===== config.mk =====
export PLATFORM = sky130hd
export DESIGN_NAME = branch_flag_compare
export DESIGN_NICKNAME = d
export VERILOG_FILES = /design/src/rtl/branch_cmp_pkg.sv /design/src/rtl/branch_flag_compare_slice_cmp.sv /design/src/rtl/branch_flag_compare.sv
export SDC_FILE = /design/constraint.sdc
export NUM_CORES = 1
export LEC_CHECK = 0
export ABC_AREA = 0
export BUFFER_PORTS_ARGS = -buffer_cell sky130_fd_sc_hd__buf_2
export CAP_MARGIN = 10
export CORE_ASPECT_RATIO = 0.75
export CORE_UTILIZATION = 50
export DETAILED_ROUTE_END_ITERATION = 10
export GPL_TIMING_DRIVEN = 0
export PLACE_DENSITY = 0.76
export SLEW_MARGIN = 0
export SYNTH_ARGS = -nofsm -noshare
export SYNTH_HDL_FRONTEND = slang
export SYNTH_SLANG_ARGS = --single-unit

===== constraint.sdc =====
create_clock -name clk -period 5.5 [get_ports clk]
set_input_delay 0.55 -clock clk [delete_from_list [all_inputs] [get_ports clk]]
set_output_delay 0.55 -clock clk [all_outputs]
set_load 0.02 [all_outputs]

===== src/rtl/branch_cmp_pkg.sv =====
// branch_cmp_pkg
//   Shared constants for the branch flag comparator:
//     - FSM state encodings (1-bit, legacy-compatible localparams)
//     - bit positions of igual/maior/menor inside the packed flag vector
//     - decide_flags(): turns a slice eq/gt result into the one-hot flag vector
package branch_cmp_pkg;

    localparam logic ST_IDLE = 1'b0;
    localparam logic ST_CMP  = 1'b1;

    localparam int FLAG_IGUAL = 0;
    localparam int FLAG_MAIOR = 1;
    localparam int FLAG_MENOR = 2;

    // Exactly one bit set: equal wins, otherwise greater, otherwise less.
    function automatic logic [2:0] decide_flags(input logic eq, input logic gt);
        logic [2:0] f;
        f = '0;
        if (eq)      f[FLAG_IGUAL] = 1'b1;
        else if (gt) f[FLAG_MAIOR] = 1'b1;
        else         f[FLAG_MENOR] = 1'b1;
        return f;
    endfunction

endpackage


===== src/rtl/branch_flag_compare_slice_cmp.sv =====
// slice_cmp
//   Combinational unsigned compare of one CHUNK-bit operand slice.
//   Ports:
//     a, b  in  CHUNK  slice of operand A / operand B
//     eq    out 1      a == b
//     gt    out 1      a >  b (unsigned)
module slice_cmp #(
    parameter int CHUNK = 8
) (
    input  logic [CHUNK-1:0] a,
    input  logic [CHUNK-1:0] b,
    output logic             eq,
    output logic             gt
);

    assign eq = (a == b);
    assign gt = (a > b);

endmodule


===== src/rtl/branch_flag_compare.sv =====
// branch_flag_compare
//   Iterative operand comparator feeding branch select. A and B are compared
//   CHUNK bits per cycle, most significant slice first, stopping at the first
//   slice that differs. The compare is signed: the sign bit of both operands
//   is inverted at capture, which turns a signed order into an unsigned one,
//   so every slice can then use the same unsigned slice_cmp.
//
//   Optional feature (macro BRANCH_CMP_UNSIGNED_EN): adds input is_unsigned,
//   captured with the operands; when 1 the sign-bit inversion is skipped and
//   the compare is pure unsigned. Without the macro the compare is always signed.
//
//   Ports:
//     clk          in   1      rising-edge clock
//     reset_n      in   1      asynchronous active-low reset
//     start        in   1      compare request, sampled only while idle
//     a, b         in   WIDTH  operands, captured on the accepting edge
//     is_unsigned  in   1      (BRANCH_CMP_UNSIGNED_EN only) unsigned compare
//     busy         out  1      compare in flight
//     done         out  1      one-cycle pulse, flags valid from this cycle on
//     igual/maior/menor out 1  A==B / A>B / A<B, held until the next decision
//
//   Handshake: start is a request that is accepted on any rising edge where
//   the block is idle (busy=0), including the cycle in which done is high.
//   While busy=1 start is ignored. Each accepted start yields exactly one done
//   pulse, 1..NS edges later; done and busy are never high together.
//
//   The FSM state is available as the internal signal 'state' (ST_IDLE/ST_CMP).
module branch_flag_compare
    import branch_cmp_pkg::*;
#(
    parameter int WIDTH = 32,
    parameter int CHUNK = 8
) (
    input  logic             clk,
    input  logic             reset_n,
    input  logic             start,
    input  logic [WIDTH-1:0] a,
    input  logic [WIDTH-1:0] b,
`ifdef BRANCH_CMP_UNSIGNED_EN
    input  logic             is_unsigned,
`endif
    output logic             busy,
    output logic             done,
    output logic             igual,
    output logic             maior,
    output logic             menor
);

    localparam int NS = WIDTH / CHUNK;
    localparam int IW = (NS > 1) ? $clog2(NS) : 1;
    localparam logic [IW-1:0]    IDX_TOP   = IW'(NS - 1);
    localparam logic [WIDTH-1:0] SIGN_MASK = {1'b1, {(WIDTH-1){1'b0}}};

    if (WIDTH % CHUNK != 0) begin : g_bad_chunk
        $error("branch_flag_compare: WIDTH must be a multiple of CHUNK");
    end

    logic                      state;
    logic [IW-1:0]             idx;
    logic [NS-1:0][CHUNK-1:0]  a_q;
    logic [NS-1:0][CHUNK-1:0]  b_q;
    logic [2:0]                flags_q;

    logic [WIDTH-1:0]          cap_mask;
    logic [CHUNK-1:0]          a_slice;
    logic [CHUNK-1:0]          b_slice;
    logic                      slice_eq;
    logic                      slice_gt;

    // Sign-bit inversion is folded into the capture, so the stored operands
    // already compare correctly as unsigned values.
`ifdef BRANCH_CMP_UNSIGNED_EN
    assign cap_mask = is_unsigned ? '0 : SIGN_MASK;
`else
    assign cap_mask = SIGN_MASK;
`endif

    assign a_slice = a_q[idx];
    assign b_slice = b_q[idx];

    slice_cmp #(
        .CHUNK (CHUNK)
    ) u_slice_cmp (
        .a  (a_slice),
        .b  (b_slice),
        .eq (slice_eq),
        .gt (slice_gt)
    );

    always_ff @(posedge clk or negedge reset_n) begin
        if (!reset_n) begin
            state   <= ST_IDLE;
            idx     <= IDX_TOP;
            a_q     <= '0;
            b_q     <= '0;
            flags_q <= '0;
            busy    <= 1'b0;
            done    <= 1'b0;
        end else begin
            done <= 1'b0;
            if (state == ST_IDLE) begin
                if (start) begin
                    a_q   <= a ^ cap_mask;
                    b_q   <= b ^ cap_mask;
                    idx   <= IDX_TOP;
                    busy  <= 1'b1;
                    state <= ST_CMP;
                end
            end else begin
                // A differing slice decides immediately; equal slices walk
                // down until slice 0, where equality decides the result.
                if (!slice_eq || idx == '0) begin
                    flags_q <= decide_flags(slice_eq, slice_gt);
                    done    <= 1'b1;
                    busy    <= 1'b0;
                    state   <= ST_IDLE;
                end else begin
                    idx <= idx - 1'b1;
                end
            end
        end
    end

    assign igual = flags_q[FLAG_IGUAL];
    assign maior = flags_q[FLAG_MAIOR];
    assign menor = flags_q[FLAG_MENOR];

endmodule


; Word level (Yosys, flattened, before mapping)
; Index checks and enable logic that the tools add are counted.
[classes]
muxes = 19
bitwise = 3
n_eq_ne = 3
n_lt_le_gt_ge = 2
add_sub_neg = 1
reduce_logical = 8
[op_table]
columns = op, n
row1 = $bmux W8 S2, 2
row2 = $mux W8, 2
row3 = $mux W1, 11
row4 = $eq A8 B8 Y1, 1
row5 = $gt A8 B8 Y1, 1
row6 = $mux W2, 4
row7 = $reduce_and A2 Y1, 4
row8 = $lt A2 B3 Y1 const B, 1
row9 = $not A1 Y1, 3
row10 = $logic_not A2 Y1, 1
row11 = $ne A2 B1 Y1 const B, 1
row12 = $ne A2 B2 Y1 const B, 1
row13 = $reduce_bool A2 Y1, 1
row14 = $sub A2 B1 Y2 const B, 1
row15 = $logic_not A1 Y1, 1
row16 = $logic_or A1 B1 Y1, 1
[word_totals]
input_bits = 67
wordCells = 49
output_inout_bits = 5
register_bits = 72

; Depth between registers and ports, before layout
[logic_depth]
depth_word = 7
mapped_depth = 8
depth_no_buf = 7

; Hierarchy
; From an unflattened synthesis, not the netlist that was laid out.
[hier_totals]
cells_unflattened = 346
hier_area_um2 = 3380.7
[modules_own_cells]
columns = mod, cells_per_inst, seq_area_each_um2, area_per_inst_um2, n_inst
row1 = branch_flag_compare, 318, 1804.2, 3160.5, 1
row2 = slice_cmp, 28, 0.0, 220.2, 1

; Worst setup path after synthesis
; No wires, ideal clock.
[synth_path]
path_kind = register -> register
from = reg idx[0]
to = reg flags_q[2]
path_stages_with_launch = 9
n_path_buf = 2
required_time_ns = 5.379
path_slack_ns = 3.124
arrival_time_ns = 2.255
synth_period_minus_slack_ns = 2.376
setup_ns = 0.121
cell_sequence = dfstp_2 -> buf_6 -> buf_12 -> mux4_2 -> ha_1 -> nand4_1 -> nor3_1 -> or2b_1 -> a22o_1
[synth_between]
elab_chain_cells = 6
word_cells_on_any_way = 12
cone_classes = order compare: 1 / eq/ne: 1 / mux: 6 / reduce/logical: 4
[synth_lines]
columns = element, line_no
row1 = from (decl), branch_flag_compare.sv:59  ; logic [IW-1:0] idx;
row2 = from (signal assigned), branch_flag_compare.sv:118  ; idx <= idx - 1'b1;
row3 = "parallel branches: the longest is 6 deep, another holds $gt A8 B8 Y1", n/a
row4 = to (signal assigned), branch_flag_compare.sv:113  ; flags_q <= decide_flags(slice_eq, slice_gt);
row5 = to (decl), branch_flag_compare.sv:62  ; logic [2:0] flags_q;
; Several ways; the timed one is not identified. The select of a mux whose other input is x is not followed.
; A chain may end at the register's enable or synchronous reset.

; Final worst setup path
[layout_path]
from = reg idx[1]
to = reg flags_q[2]
; The elaborated chain is that of the path after synthesis.

==> impl_results.md <==
* Run status: finished clean
* Most numerous cell in the Yosys netlist: dfrtp_1
* Depth of the CTS H-tree at 3
* Cts-stage hold buffer count at 0
* Std-Cell Rows at 26
* Leakage power at ~2.2 nW
* Width of the die at 100 µm
* Portion of total power attributed to the clock network at between 30% and 40%
* Leading cell types by count after synthesis: dfrtp_1, mux2_4, mux4_2
* Die height at around 76 µm
* Final min period at about 2700 ps
* Depth of the most critical reg-to-reg path at 8
* Worst supply voltage drop on vdd at roughly 160 µV
* Asr flop ratio synth at 100%
* DRC violation count after routing at 0
* Router iterations before antenna repair at 4
* Hold Vio Cnt, Final at 0
* Most numerous cell on the critical path: buf_2
* Worst max-slew margin expressed relative to the limit at around two fifths
* Fmax at 373 MHz
* Final worst path period share at between 40% and 50%
* Net switching share of the total power at 24.8%
* # nets final at 371
* Total global-route track usage at 20.6%
* Pin count of the biggest net entering global routing at 73
* Die area at 7610 µm²
* Type of the worst setup path: reg2reg
* Global route total overflow at 0
* Unrepaired setup endpoints after global routing: no
* Final setup fails at 0
* Kind of cell adding the most delay to the critical path: buffers and inverters
* Post-synth EDFFs at 0
* Clock tree root driver cell: clkbuf_8
* CP bufs+invs at 2
* Total standard cell area after synthesis at about 3600 µm²
* Post-CTS setup buffer count at 0
* Clock latency of the later-clocked register in the worst-skew pair at between 300 and 400 ps
* Leading cell types by total area after synthesis: dfrtp_1, mux2_4, mux4_2
* Leading area contributor after synthesis: dfrtp_1
* Avg Vias per Cell at 5.18
* Setup TNS Final at 0 ps
* Quantity of gates resized following cts at 0
* GP Congestion at 0.758
* Net switching power of the design at 0.000342 W
* Post-synthesis cell count at roughly 210
* Number of cells on the critical path at 8
* Total Routed Length at 6.93 mm
* Maximum clock skew at final layout at between 9 and 10 ps
* Worst Max-Slew Pin Slew at between 800 and 900 ps
* R2R Setup Slk at around 2800 ps
* R2r startpoint: idx[1]$_DFFE_PN1P_
* Hold Slack at 341 ps
* Number of buffer cells added on primary ports at 71
* Layout area overhead at 18.7%
* Main flop type after synthesis: dfrtp_1
* Cells along the critical path: buf_2, buf_2, mux4_2, ha_1, nand4_1, o21a_1, nor3b_1, a22o_1
* Routed via count at 2060
* Routed wire length per instance at ~17 µm
* Drt first-iter violations at 46
* CTS Buf Count at 9
* Worst path max stage delay at approximately 520 ps
* Synthesis-stage register bit count at 72
* Worst Setup End Kind: flop
* Internal power summed over all cells at approximately 0.0010 W
* Synthesized netlist net count at just under 300
* Endpoint of the worst register-to-register path: flags_q[2]$_DFFE_PN0P_
* Data required time at the worst endpoint at 5780 ps
* TritonCTS clock tree: yes
* Data arrival time of the worst path at roughly 3000 ps
* Critical Path Fanout Max at 10
* Type of the worst min-delay path: in2async
* Portion of total power attributed to combinational logic at 21.9%
* Detail Placement HPWL at 4.94 mm
* Final Slew Violations at 0
* Worst setup path endpoint: flags_q[2]$_DFFE_PN0P_
* First-pass GRT wire length at roughly 11 mm
* Diode insertion count for antenna repair at 0
* Clock slew seen by the registers of the worst setup and hold paths at ~70 ps
* Power density cells at ~320 nW/µm²
* Number of distinct library cell variants in the gate-level netlist after synthesis at 26
* Number of top-level pins at a little over 70
* Proportion of power drawn by flip-flops and latches at 47.6%
* Number of antenna violations at the first check in global routing at 0
* Slowest library cell on the worst path: dfstp_2
* Max-cap violation count at 0
* Worst setup path start: idx[1]$_DFFE_PN1P_
* Starting utilization of the core area at around 52%
* Antenna violation net count after detailed routing at 0
* CP startpoint kind: flop
* Mean instance size in the synthesized netlist at 17.0 µm²
* Clock sink total at between 70 and 80
* Clock Tree Buf Depth at 2
* Share of layout cells above drive strength 1 at between 50% and 60%
* Post-synth top area share at between 40% and 50%
* Vias in the first global route at 2200
* Yosys warnings at 0
* Share of synthesized area occupied by flip-flops and latches at 49.7%
* CORE AREA at roughly 7000 µm²
state kept, by name, indices dropped and copies added, names as in the netlist:
| name | cells |
|---|---|
| a_q | 32 |
| state | 1 |
| busy | 1 |
| b_q | 32 |
| idx | 2 |
| done | 1 |
| flags_q | 3 |
cells in the final DEF (no fill, tap or decap), drive strengths merged:
cell and count:
buf 83, dfrtp 70, mux2 62, mux4 16
clkbuf 13, inv 11, ha 9, a21oi 6
nor2 6, nor2b 2, nand4 2, nand2 2
a21o 2, mux2i 2, clkinv 2, dfstp 2
nor3 1, nand2b 1, or2b 1, o211ai 1
a211oi 1, o21ai 1, o21a 1, nor3b 1
a22o 1, bufinv 1
per-stage QoR:
stage | cell area (µm²) | utilization, % | power, W | worst slack (ps) | std cells
detailed placement | 4110 | 59.3 | 0.000970 | 2830 | 382
finish | 4310 | 62.2 | 0.00138 | 2820 | 398
global route | 4310 | 62.2 | 0.00146 | 2710 | 398
CTS | 4310 | 62.2 | 0.00140 | 2810 | 398
floorplan | 3630 | - | 0.000879 | 3120 | 213
global placement | 4110 | 59.3 | 0.000957 | 2870 | 382
cell families after synthesis:
family | synth area share (%)
mux | 36.5
flops | 49.7
buf+inv | 6.20
simple gates | 2.24
compound gates | 2.24
fa+ha+maj | 3.10
worst min path at each step:
stage	startpoint	slack (ps)	endpoint
2_1_floorplan	reset_n	250	a_q[0]$_DFFE_PN0P_
3_3_place_gp	a_q[19]$_DFFE_PN0P_	490	a_q[19]$_DFFE_PN0P_
3_5_place_dp	b_q[18]$_DFFE_PN0P_	490	b_q[18]$_DFFE_PN0P_
4_1_cts	reset_n	360	b_q[10]$_DFFE_PN0P_
5_1_grt	b[31]	360	b_q[31]$_DFFE_PN0P_
6_report	reset_n	340	a_q[10]$_DFFE_PN0P_
metal layers:
layer,vias up,part of all wire [%],track usage (%)
met4,0,1.4,6.44
met1,1049,50,27.7
li1,939,-,-
met2,61,44,32.9
met5,-,0,0
met3,11,4.7,6.06
worst register-to-register path: cells and delay by family, from the launching register on:
kind	cells	cell delay, ps
AO/OA/AOI/OAI	2	360
flip-flops	1	520
AND/OR/NAND/NOR	2	480
multiplexers	1	360
buffers and inverters	2	560
adder cells (fa/ha/maj)	1	330
area by class of cell:
type                       instances  area (µm²)
fill                             537        2620
sequential                        72        1800
multi-input combinational        118        1600
timing repair buffer              71         358
buffer                            12         184
clock buffer                      13         159
tap                               98         123
inverter                          11        41.3
clock inverter                     3        40.0
power groups by stage:
stage          Sequential (W)  Combinational, W  Clock (W)
2_1_floorplan        0.000656          0.000223          0
3_3_place_gp         0.000662          0.000295          0
3_5_place_dp         0.000665          0.000306          0
4_1_cts              0.000657          0.000306   0.000433
5_1_grt              0.000667          0.000331   0.000459
6_report             0.000657          0.000302   0.000420
Power figures use the tool's default switching activity.
